File: src/rtl/program_loader_pkg.sv
// Shared processor constants: instruction-memory geometry, end-of-program marker
// and the loader state encoding.
package program_loader_pkg;

    localparam int unsigned ImemAddrW = 8;
    localparam int unsigned ImemDepth = 2 ** ImemAddrW;
    localparam logic [31:0] HaltWord  = 32'hFFFF_FFFF;

    typedef enum logic [2:0] {
        StIdle,
        StRecv,
        StWrite,
        StDone,
        StError
    } loader_state_e;

    // Big-endian assembly: earlier bytes end up in the more significant positions.
    function automatic logic [31:0] shift_in_byte(input logic [31:0] word,
                                                  input logic [7:0]  data);
        return {word[23:0], data};
    endfunction

endpackage

File: src/rtl/word_assembler.sv
// Collects four received bytes into one big-endian 32-bit word.
module word_assembler
    import program_loader_pkg::*;
(
    input  logic        clk_i,
    input  logic        rst_i,
    input  logic        clear_i,
    input  logic        enable_i,
    input  logic        valid_i,
    input  logic [7:0]  byte_i,
    output logic [31:0] word_o,
    output logic        word_ready_o
);

    logic [31:0] shift_q;
    logic [1:0]  cnt_q;
    logic        accept;

    assign accept = enable_i & valid_i;

    always_ff @(posedge clk_i) begin
        if (rst_i || clear_i) begin
            shift_q <= 32'd0;
            cnt_q   <= 2'd0;
        end else if (accept) begin
            shift_q <= shift_in_byte(shift_q, byte_i);
            cnt_q   <= cnt_q + 2'd1;
        end
    end

    assign word_o = shift_q;
    // Flags the cycle in which the fourth byte is taken; word_o holds the full word next cycle.
    assign word_ready_o = accept && (cnt_q == 2'd3);

endmodule

File: src/rtl/program_loader.sv
// Loads a byte stream into instruction memory, one 32-bit word per four bytes,
// holding the processor in reset until the end-of-program marker has been written.
module program_loader
    import program_loader_pkg::*;
#(
    parameter int unsigned ADDR_W    = ImemAddrW,
    parameter logic [31:0] HALT_WORD = HaltWord
) (
    input  logic              clk,
    input  logic              rst,
    input  logic              i_start,
    input  logic [7:0]        i_rx_data,
    input  logic              i_rx_valid,
    output logic              o_imem_wr_en,
    output logic [ADDR_W-1:0] o_imem_addr,
    output logic [31:0]       o_imem_data,
    output logic              o_cpu_rst,
    output logic              o_busy,
    output logic              o_done,
    output logic              o_overflow,
    output logic [ADDR_W:0]   o_word_count
);

    loader_state_e     state_q;
    logic [ADDR_W-1:0] addr_q;
    logic [ADDR_W:0]   count_q;
    logic              wr_en_q;
    logic              busy_q;
    logic              done_q;
    logic              overflow_q;
    logic              cpu_rst_q;

    logic [31:0] asm_word;
    logic        asm_ready;
    logic        asm_enable;
    logic        asm_clear;
    logic        session_idle;
    logic        word_is_halt;
    logic        addr_at_end;

    assign session_idle = (state_q == StIdle) || (state_q == StDone) || (state_q == StError);
    assign word_is_halt = (asm_word == HALT_WORD);
    assign addr_at_end  = (addr_q == '1);

    // A byte arriving during WRITE already belongs to the next word, unless the session ends here.
    assign asm_enable = (state_q == StRecv) ||
                        ((state_q == StWrite) && !word_is_halt && !addr_at_end);
    assign asm_clear  = session_idle && i_start;

    word_assembler u_word_assembler (
        .clk_i        (clk),
        .rst_i        (rst),
        .clear_i      (asm_clear),
        .enable_i     (asm_enable),
        .valid_i      (i_rx_valid),
        .byte_i       (i_rx_data),
        .word_o       (asm_word),
        .word_ready_o (asm_ready)
    );

    always_ff @(posedge clk) begin
        if (rst) begin
            state_q    <= StIdle;
            addr_q     <= '0;
            count_q    <= '0;
            wr_en_q    <= 1'b0;
            busy_q     <= 1'b0;
            done_q     <= 1'b0;
            overflow_q <= 1'b0;
            cpu_rst_q  <= 1'b1;
        end else begin
            wr_en_q <= 1'b0;
            unique case (state_q)
                StIdle, StDone, StError: begin
                    if (i_start) begin
                        state_q    <= StRecv;
                        addr_q     <= '0;
                        count_q    <= '0;
                        busy_q     <= 1'b1;
                        done_q     <= 1'b0;
                        overflow_q <= 1'b0;
                        cpu_rst_q  <= 1'b1;
                    end
                end
                StRecv: begin
                    if (asm_ready) begin
                        state_q <= StWrite;
                        wr_en_q <= 1'b1;
                    end
                end
                StWrite: begin
                    count_q <= count_q + (ADDR_W + 1)'(1);
                    if (word_is_halt) begin
                        state_q   <= StDone;
                        busy_q    <= 1'b0;
                        done_q    <= 1'b1;
                        cpu_rst_q <= 1'b0;
                    end else if (addr_at_end) begin
                        // Memory full: stop rather than wrap over the start of the program.
                        state_q    <= StError;
                        busy_q     <= 1'b0;
                        overflow_q <= 1'b1;
                    end else begin
                        state_q <= StRecv;
                        addr_q  <= addr_q + ADDR_W'(1);
                    end
                end
                default: begin
                    state_q <= StIdle;
                    busy_q  <= 1'b0;
                end
            endcase
        end
    end

    assign o_imem_wr_en = wr_en_q;
    assign o_imem_addr  = addr_q;
    assign o_imem_data  = asm_word;
    assign o_cpu_rst    = cpu_rst_q;
    assign o_busy       = busy_q;
    assign o_done       = done_q;
    assign o_overflow   = overflow_q;
    assign o_word_count = count_q;

endmodule
File: config.mk
export PLATFORM = sky130hd
export DESIGN_NAME = program_loader
export DESIGN_NICKNAME = d
export VERILOG_FILES = /design/src/rtl/program_loader_pkg.sv /design/src/rtl/word_assembler.sv /design/src/rtl/program_loader.sv
export SDC_FILE = /design/constraint.sdc
export NUM_CORES = 1
export LEC_CHECK = 0
export ABC_CLOCK_PERIOD_IN_PS = 2900
export CORE_AREA = 3 3 76 78
export CTS_BUF_LIST = sky130_fd_sc_hd__clkbuf_8 sky130_fd_sc_hd__clkbuf_16
export CTS_CLUSTER_SIZE = 30
export DETAILED_ROUTE_END_ITERATION = 10
export DIE_AREA = 0 0 79 81
export GPL_TIMING_DRIVEN = 0
export HOLD_SLACK_MARGIN = 0.15
export PLACE_DENSITY = 0.81
export RECOVER_POWER = 25
export SYNTH_ARGS = -nofsm -noshare
export SYNTH_HDL_FRONTEND = slang
export SYNTH_SLANG_ARGS = --single-unit
export TNS_END_PERCENT = 20
File: constraint.sdc
create_clock -name clk -period 2.9 [get_ports clk]
set_input_delay 0.87 -clock clk [delete_from_list [all_inputs] [get_ports clk]]
set_output_delay 0.87 -clock clk [all_outputs]
set_load 0.01 [all_outputs]
==> results of run 1 <==
## flip-flops by register name, indices dropped and copies added, names as in the netlist
name	cells
o_imem_addr	8
o_cpu_rst	1
o_word_count	9
o_imem_wr_en	1
state_q	3
o_overflow	1
u_word_assembler.cnt_q	2
u_word_assembler.word_o	32
o_done	1
o_busy	1
## worst reg2reg max path: stages (launching register included)
cell and delay (ns):
dfxtp_1 0.38, nand4_1 0.12, nor4_1 0.76, a211oi_1 0.20, nor2_1 0.49, o21ai_0 0.19
## per-stage QoR
step / cells / cell area, µm² / total power [W]
CTS: 435 / 3490 / 0.00190
floorplan: 287 / 2600 / 0.00114
finish: 435 / 3470 / 0.00189
global route: 435 / 3470 / 0.00197
global placement: 421 / 3330 / 0.00126
detailed placement: 421 / 3330 / 0.00126
## layout make-up
type / count / share of cell area (%)
timing repair buffer: 64 / 18.4
inverter: 9 / 0.972
tap: 70 / 2.52
sequential: 59 / 34.0
multi-input combinational: 205 / 37.2
clock inverter: 3 / 0.432
buffer: 14 / 2.05
clock buffer: 11 / 4.36
## layer usage
layer  wire, µm  up-vias  GRT usage, %
met5          0        -             0
met4         68        0          11.9
met3        491       10          5.21
met2       3360       91          37.4
met1       2820     1165          26.1
li1           -     1186             -
## how the worst max path moves through the flow
stage               startpoint                          end  slack (ns)  cells past startpoint
floorplan              i_start               o_imem_addr[5]        0.93                      5
global placement       i_start               o_imem_addr[5]        0.25                      6
detailed placement     i_start               o_imem_addr[5]        0.21                      6
CTS                    i_start               o_imem_addr[5]        0.55                      6
global route           i_start  u_word_assembler.word_o[24]        0.27                      6
finish                 i_start  u_word_assembler.word_o[24]        0.43                      6
## cell families (layout without fill, tap and decap cells)
| kind of cell | after synthesis | after routing | synth area share [%] |
|---|---|---|---|
| AOI/OAI and AO/OA | 58 | 58 | 14.7 |
| xor gates and xnor gates | 2 | 2 | 0.674 |
| adders and majority gates | 3 | 3 | 1.44 |
| buffers and inverters | 23 | 101 | 4.19 |
| DFF | 59 | 59 | 45.5 |
| muxes | 25 | 25 | 9.63 |
| and+or+nand+nor | 117 | 117 | 23.9 |
## where the power goes
part / internal, W / switching, W / leakage [nW] / total, W
clock: 0.000342 / 0.000304 / 0.0908 / 0.000646
combinational: 0.000150 / 0.000228 / 0.640 / 0.000378
sequential: 0.000838 / 0.0000298 / 0.476 / 0.000868
total: 0.00133 / 0.000561 / 1.21 / 0.00189
## cells in the final DEF (no fill, tap or decap), drive strengths merged, types with 2 or more instances in the layout
cell	synthesis	final
nand3b	3	3
a31oi	2	2
nor3	3	3
a311oi	2	2
clkdlybuf4s50	0	60
xor2	2	2
nand3	15	15
a21o	5	5
ha	3	3
mux2i	25	25
a21oi	21	21
buf	8	5
dlygate4sd3	0	4
and3	2	2
nand2b	3	3
o21ai	15	15
nand2	40	40
nor4	2	2
clkbuf	6	20
a31o	2	2
a211o	2	2
clkinv	0	3
inv	9	9
dfxtp	59	59
a211oi	3	3
and2	3	3
nor2	20	20
nand4	20	20
==> flow_summary.toml, run 1 <==
[worst_setup_path]
start_kind = "input pin"
r2r_cells = 5
r2r_start = "u_word_assembler.word_o[19]"
critPathKind = "input pin to flip-flop"
cp.arrival_ns = 2.72
reg2reg_to = "u_word_assembler.word_o[24]"
crit_path_max_incr_delay_ns = 0.63
reg2reg_slack_ns = 0.61
crit_fanout = 10
path_buf_inv = 2
cp_cell_sequence = "dlygate4sd3_1, o21a_1, nor2_1, clkbuf_1, nand2_1, o21ai_0"
crit_slowest_cell = "dlygate4sd3_1"
required_ns = 3.15
end_kind = "flip-flop"
crit_family = "buffers and inverters"

[global_routing]
overflow = 0
grt_pass1_vias = 2301
antenna_found_initial = 0
grt_usage_pct = 22.1
grt_pass1_wl_um = 10900
grt_max_degree = 11

[logic_synthesis]
ys_warn_count = 0
yosysTopAreaCell = "dfxtp_1"
synth_top_area_share_pct = 45.5
syn_inst = 287
ys_types = 41
synth.most_common_cell = "dfxtp_1"
synth_nets = 302
synth-edff-count = 0
synth_ff_type = "dfxtp_1"
async_flop_share_pct = 0
synthTopCellsByArea = "dfxtp_1, mux2i_1, nand2_1, nand4_1, a21oi_1"
synth.ff_latch_count = 59
avgSynthCellArea_um2 = 9.05
netlist_top_cells_count = "dfxtp_1, nand2_1, mux2i_1"
ys_seq_area_share_pct = 45.5
netlist_area_um2 = 2600

[timing]
hold-worst-slack_ns = 0.476
final.min_clock_period_ns = 2.47
hold_viol = 0
worst_pin_slew_ns = 0.851
slew_headroom_pct = 42.7
skew_ns = 0.00854
fin_ws_ns = 0.430
finalSetupTns_ns = 0
setup_viol = 0
rsz0062_at_grt = "false"
max_freq_mhz = 405
finalCritPeriodShare_pct = 85.2
maxSlewViolCount = 0

[floorplanning]
io_pins = 66
die_area_um2 = 6400
coreArea_um2 = 5140
fp.dieH_um = 81
initial_core_util_pct = 50.6
die_x_um = 79
std_cell_rows = 26

[power_and_ir_drop]
p_per_area_nw_per_um2 = 544
leakage_nw = 1.21
ir_drop_mv = 0.337

[outcome]
status = "completed"

[placed_design]
hpwl_um = 4770
place_congestion = 0.820
numPortBuffers = 64
pre_cts_ws_ns = 0.207

[drt]
drtAntennaViolNets = 0
totalWireLength_um = 6730
dr.first_iter.drc_count = 180
routedWlPerCell_um = 15.5
route.detailed.drc = 0
vias_per_cell = 5.64
drtPass1Iterations = 7
num_vias = 2452

[clock_tree]
cts_buffers = 9
clock-sinks = 59
clockBufferDepth = 2
cts_hold_buf = 0
cts_setup_buffers = 0
cts_tree = "done"
worst_skew_pair.late_latency_ns = 0.33
postCtsResizedCells = 0
clk_pin_slew_ns = 0.06
htree_num_levels = 3
root_buffer = "clkbuf_8"

[finish]
insertedDiodeCount = 0
area_delta_synth_final_pct = 33.7
drive_above_1_share_pct = 7.12
seq_area_um2 = 1180
utilization_pct = 67.6
final_nets = 377
n_fill_cell = 448
multi_input_area_um2 = 1290

[hold_path]
worstHoldEndpoint = "o_busy"
hold_path_class = "flip-flop to flip-flop"
min-delay-start = "o_busy"
hold_depth = 2

[run]
timing.max_cap.violations = 0
No activity file was read; power rests on OpenSTA's default activity.
==> run 2, diff against run 1 <==
Settings changed: REMOVE_ABC_BUFFERS from default to 1.
==> flow_summary.toml, run 2 (synthesized netlist as in run 1, its figures left out) <==
[outcome]
status = "completed"

[finish]
final_nets = 365
layout_commonest_cell = "dfxtp_1"
final_cell_mix = "dfxtp_1, clkdlybuf4s50_1, nand2_1, mux2i_1, a21oi_1"
utilization_pct = 67.2
n_fill_cell = 452
insertedDiodeCount = 0
area_delta_synth_final_pct = 32.9
largest_reg_flops = 32
drive_above_1_share_pct = 6.48
design_area_um2 = 3450

[timing]
setup_viol = 0
maxSlewViolCount = 0
finalCritPeriodShare_pct = 91.2
hold_viol = 0
final.min_clock_period_ns = 2.64
skew_ns = 0.00477
max_freq_mhz = 378
rsz0062_at_grt = "false"
slew_headroom_pct = 49.3
worst_pin_slew_ns = 0.759

[global_routing]
antenna_found_initial = 0
use_met2_pct = 31.1
grt_pass1_wl_um = 9970
use_met3_pct = 4.88
grt_max_degree = 25
busiest_layer = "met2"
grt_pass1_vias = 2111
grt_usage_pct = 20.0
overflow = 0
grt_use_met1_pct = 26.0

[power_and_ir_drop]
leakage_nw = 1.26
ir_drop_mv = 0.358
p_per_area_nw_per_um2 = 526

[clock_tree]
clk_pin_slew_ns = 0.06
clockBufferDepth = 2
htree_num_levels = 3
root_buffer = "clkbuf_8"
cts_hold_buf = 0
worst_skew_pair.late_latency_ns = 0.33
cts_tree = "done"
cts_buffers = 9
clock-sinks = 59

[placed_design]
numPortBuffers = 65
placed_cell_area_um2 = 3290
hpwl_um = 4350
place_congestion = 0.788

[worst_setup_path]
r2r_cells = 5
crit_fanout = 24
end_kind = "flip-flop"
crit_slowest_cell = "nor3b_2"
critical_path.endpoint = "u_word_assembler.word_o[15]"
crit_cells = 5
crit_path_start = "state_q[1]"
critPathKind = "flip-flop to flip-flop"
reg2reg_slack_ns = 0.26
r2r_start = "state_q[1]"
start_kind = "flip-flop"
reg2reg_to = "u_word_assembler.word_o[15]"
path_buf_inv = 0
cp_cell_sequence = "nor3b_2, o21ai_2, a211o_1, nand2_4, mux2i_1"
cp.arrival_ns = 2.90
required_ns = 3.15
crit_family = "simple AND/OR/NAND/NOR gates"
crit_path_max_incr_delay_ns = 0.66

[drt]
route.detailed.drc = 0
num_vias = 2278
drtAntennaViolNets = 0
routedWlPerCell_um = 14.4
drtPass1Iterations = 5
dr.first_iter.drc_count = 94
totalWireLength_um = 6120
vias_per_cell = 5.36

[floorplanning]
die_x_um = 79
initial_core_util_pct = 50.6
fp.dieH_um = 81
std_cell_rows = 26
coreArea_um2 = 5140
io_pins = 66
die_area_um2 = 6400

[hold_path]
hold_path_class = "flip-flop to flip-flop"

[run]
timing.max_cap.violations = 0
-- run 2: cell count changes in the layout (fill, tap and decap cells not counted), moves of 3 or more --
cell	before	now
buf_2	3	0
clkbuf_1	9	0
clkdlybuf4s50_1	60	45
dlygate4sd3_1	4	20
inv_1	9	13
-- run 2: where the power goes --
group	switching [W]	internal, W	leakage (nW)	total (W)
registers	0.0000286	0.000838	0.476	0.000867
logic	0.000216	0.000141	0.689	0.000357
clock network	0.000301	0.000292	0.0977	0.000594
-- run 2: worst reg2reg max path, delay by kind of cell, from the launching register on --
kind / cells / cell delay, ns
mux: 1 / 0.25
flops: 1 / 0.45
simple gates: 2 / 1.07
compound gates: 2 / 0.80
-- run 2: per-layer routing --
layer / routed length (µm) / part of all wire (%)
met1: 2930 / 48
met2: 2770 / 45
met3: 284 / 4.6
met4: 133 / 2.2
met5: 0 / 0
-- run 2: cell type report --
class	count	area (µm²)	area share, %
Multi-Input combinational cell	205	1320	38.2
Sequential cell	59	1180	34.2
Timing Repair Buffer	66	678	19.6
Clock buffer	9	124	3.59
Tap cell	70	87.6	2.54
Inverter	9	33.8	0.978
Clock inverter	7	30.0	0.870
-- run 2: timing repair --
action | CTS | global route
gates resized for setup | 0 | 1
endpoints found under the setup margin | 0 | 1
setup buffers | 0 | 0
-- run 2: stage by stage --
stage | setup WS (ns) | TNS, ns | power [W] | std cells | hold WS (ns)
after floorplan | 0.294 | 0 | 0.00111 | 273 | 0.452
after global placement | -1.25 | -37.58 | 0.00122 | 408 | 0.446
after detailed placement | -0.0571 | -0.645 | 0.00124 | 409 | 0.448
after CTS | 0.237 | 0 | 0.00183 | 425 | 0.457
after global routing | 0.0635 | 0 | 0.00190 | 425 | 0.484
final | 0.256 | 0 | 0.00182 | 425 | 0.450
-- run 2: how the worst min path moves through the flow --
stage / from / to / slack (ns) / depth (start not counted)
after floorplan: u_word_assembler.cnt_q[1] / u_word_assembler.cnt_q[1] / 0.45 / 2
after global placement: o_done / o_done / 0.45 / 2
after detailed placement: o_done / o_done / 0.45 / 2
after CTS: o_done / o_done / 0.46 / 2
after global routing: o_done / o_done / 0.48 / 2
final: o_done / o_done / 0.45 / 2
==> run 3, diff against run 2 <==
Settings changed: RECOVER_POWER 25 to 50.
==> flow_summary.toml, run 3 (synthesized netlist as in run 1, its figures left out) <==
[floorplanning]
io_pins = 66
std_cell_rows = 26
die_area_um2 = 6400
coreArea_um2 = 5140
initial_core_util_pct = 50.6
fp.dieH_um = 81
die_x_um = 79

[power_and_ir_drop]
ir_drop_mv = 0.356
total_power_w = 0.00181
leakage_nw = 1.36
p_per_area_nw_per_um2 = 525

[finish]
n_fill_cell = 452
final_cell_mix = "dfxtp_1, dlygate4sd3_1, nand2_1, mux2i_1, a21oi_1"
area_delta_synth_final_pct = 32.9
final_nets = 365
drive_above_1_share_pct = 6.48
fin_cells = 425
design_area_um2 = 3450
insertedDiodeCount = 0
largest_reg_flops = 32
layout_commonest_cell = "dfxtp_1"

[placed_design]
dp_cells = 409
numPortBuffers = 65
hpwl_um = 4350
placed_cell_area_um2 = 3290
place_congestion = 0.788
pre_cts_ws_ns = -0.0571

[drt]
vias_per_cell = 5.38
dr.first_iter.drc_count = 118
num_vias = 2285
drtAntennaViolNets = 0
route.detailed.drc = 0
totalWireLength_um = 6070
routedWlPerCell_um = 14.3
drtPass1Iterations = 4

[timing]
finalCritPeriodShare_pct = 91.5
setup_viol = 0
hold_viol = 0
final.min_clock_period_ns = 2.65
hold-worst-slack_ns = 0.450
fin_ws_ns = 0.248
maxSlewViolCount = 0
rsz0062_at_grt = "false"
skew_ns = 0.00416
slew_headroom_pct = 49.0
max_freq_mhz = 377
worst_pin_slew_ns = 0.764

[clock_tree]
cts_tree = "done"
worst_skew_pair.late_latency_ns = 0.33
cts_buffers = 9
root_buffer = "clkbuf_8"
cts_setup_buffers = 0
clock-sinks = 59
clk_pin_slew_ns = 0.06
clockBufferDepth = 2
cts_hold_buf = 0
postCtsResizedCells = 0
htree_num_levels = 3

[worst_setup_path]
cp.arrival_ns = 2.90
cp_cell_sequence = "nor3b_2, o21ai_2, a211o_1, nand2_4, mux2i_1"
required_ns = 3.15
crit_family = "simple AND/OR/NAND/NOR gates"
path_buf_inv = 0
critPathKind = "flip-flop to flip-flop"
crit_fanout = 24
crit_path_max_incr_delay_ns = 0.66
start_kind = "flip-flop"
crit_slowest_cell = "nor3b_2"
end_kind = "flip-flop"

[global_routing]
grt_pass1_wl_um = 9970
grt_usage_pct = 20.0
grt_pass1_vias = 2111
overflow = 0
grt_max_degree = 25
antenna_found_initial = 0

[outcome]
status = "completed"

[hold_path]
hold_path_class = "flip-flop to flip-flop"

[run]
timing.max_cap.violations = 0
-- run 3: cell count changes in the layout (fill, tap and decap cells not counted) --
cell and delta:
clkdlybuf4s50_1 -28, dlygate4sd3_1 +28
-- run 3: path summary, 6_finish.rpt --
path	start	to	slack, ns	cells after the start
hold / removal	o_done	o_done	0.45	2
setup reg to reg	state_q[1]	u_word_assembler.word_o[15]	0.25	5
hold reg to reg	o_done	o_done	0.45	2
setup / recovery	state_q[1]	u_word_assembler.word_o[15]	0.25	5
-- run 3: cell type report --
type	instances	area (µm²)	area share, %
clock inverters	7	30.0	0.870
well taps	70	87.6	2.54
inverters	9	33.8	0.978
multi-input cells	205	1320	38.2
flip-flops and latches	59	1180	34.2
clock buffers	9	124	3.59
repair buffers	66	678	19.6
-- run 3: power breakdown --
| group | internal, W | leakage (nW) | total, W | switching, W |
|---|---|---|---|---|
| Sequential | 0.000838 | 0.476 | 0.000867 | 0.0000284 |
| Clock | 0.000292 | 0.0977 | 0.000591 | 0.000299 |
| Combinational | 0.000140 | 0.789 | 0.000355 | 0.000216 |
| Total | 0.00127 | 1.36 | 0.00181 | 0.000543 |
-- run 3: tightest hold or removal path, delay by kind of cell, from the launching register on --
| kind | cells | cell delay (ns) |
|---|---|---|
| and+or+nand+nor | 1 | 0.05 |
| AOI/OAI and AO/OA | 1 | 0.05 |
| DFF | 1 | 0.30 |
-- run 3: metal layers --
metal | wire length (µm) | share of wire, % | global-route usage, %
met5 | 0 | 0 | 0
met4 | 123 | 2.0 | 9.97
met3 | 234 | 3.9 | 4.88
met2 | 2740 | 45 | 31.1
met1 | 2970 | 49 | 26.0
-- run 3: through the flow --
stage / TNS (ns) / util [%]
2_1_floorplan: 0 / -
3_3_place_gp: -37.58 / 63.5
3_5_place_dp: -0.645 / 64.0
4_1_cts: 0 / 67.0
5_1_grt: 0 / 67.2
6_report: 0 / 67.2
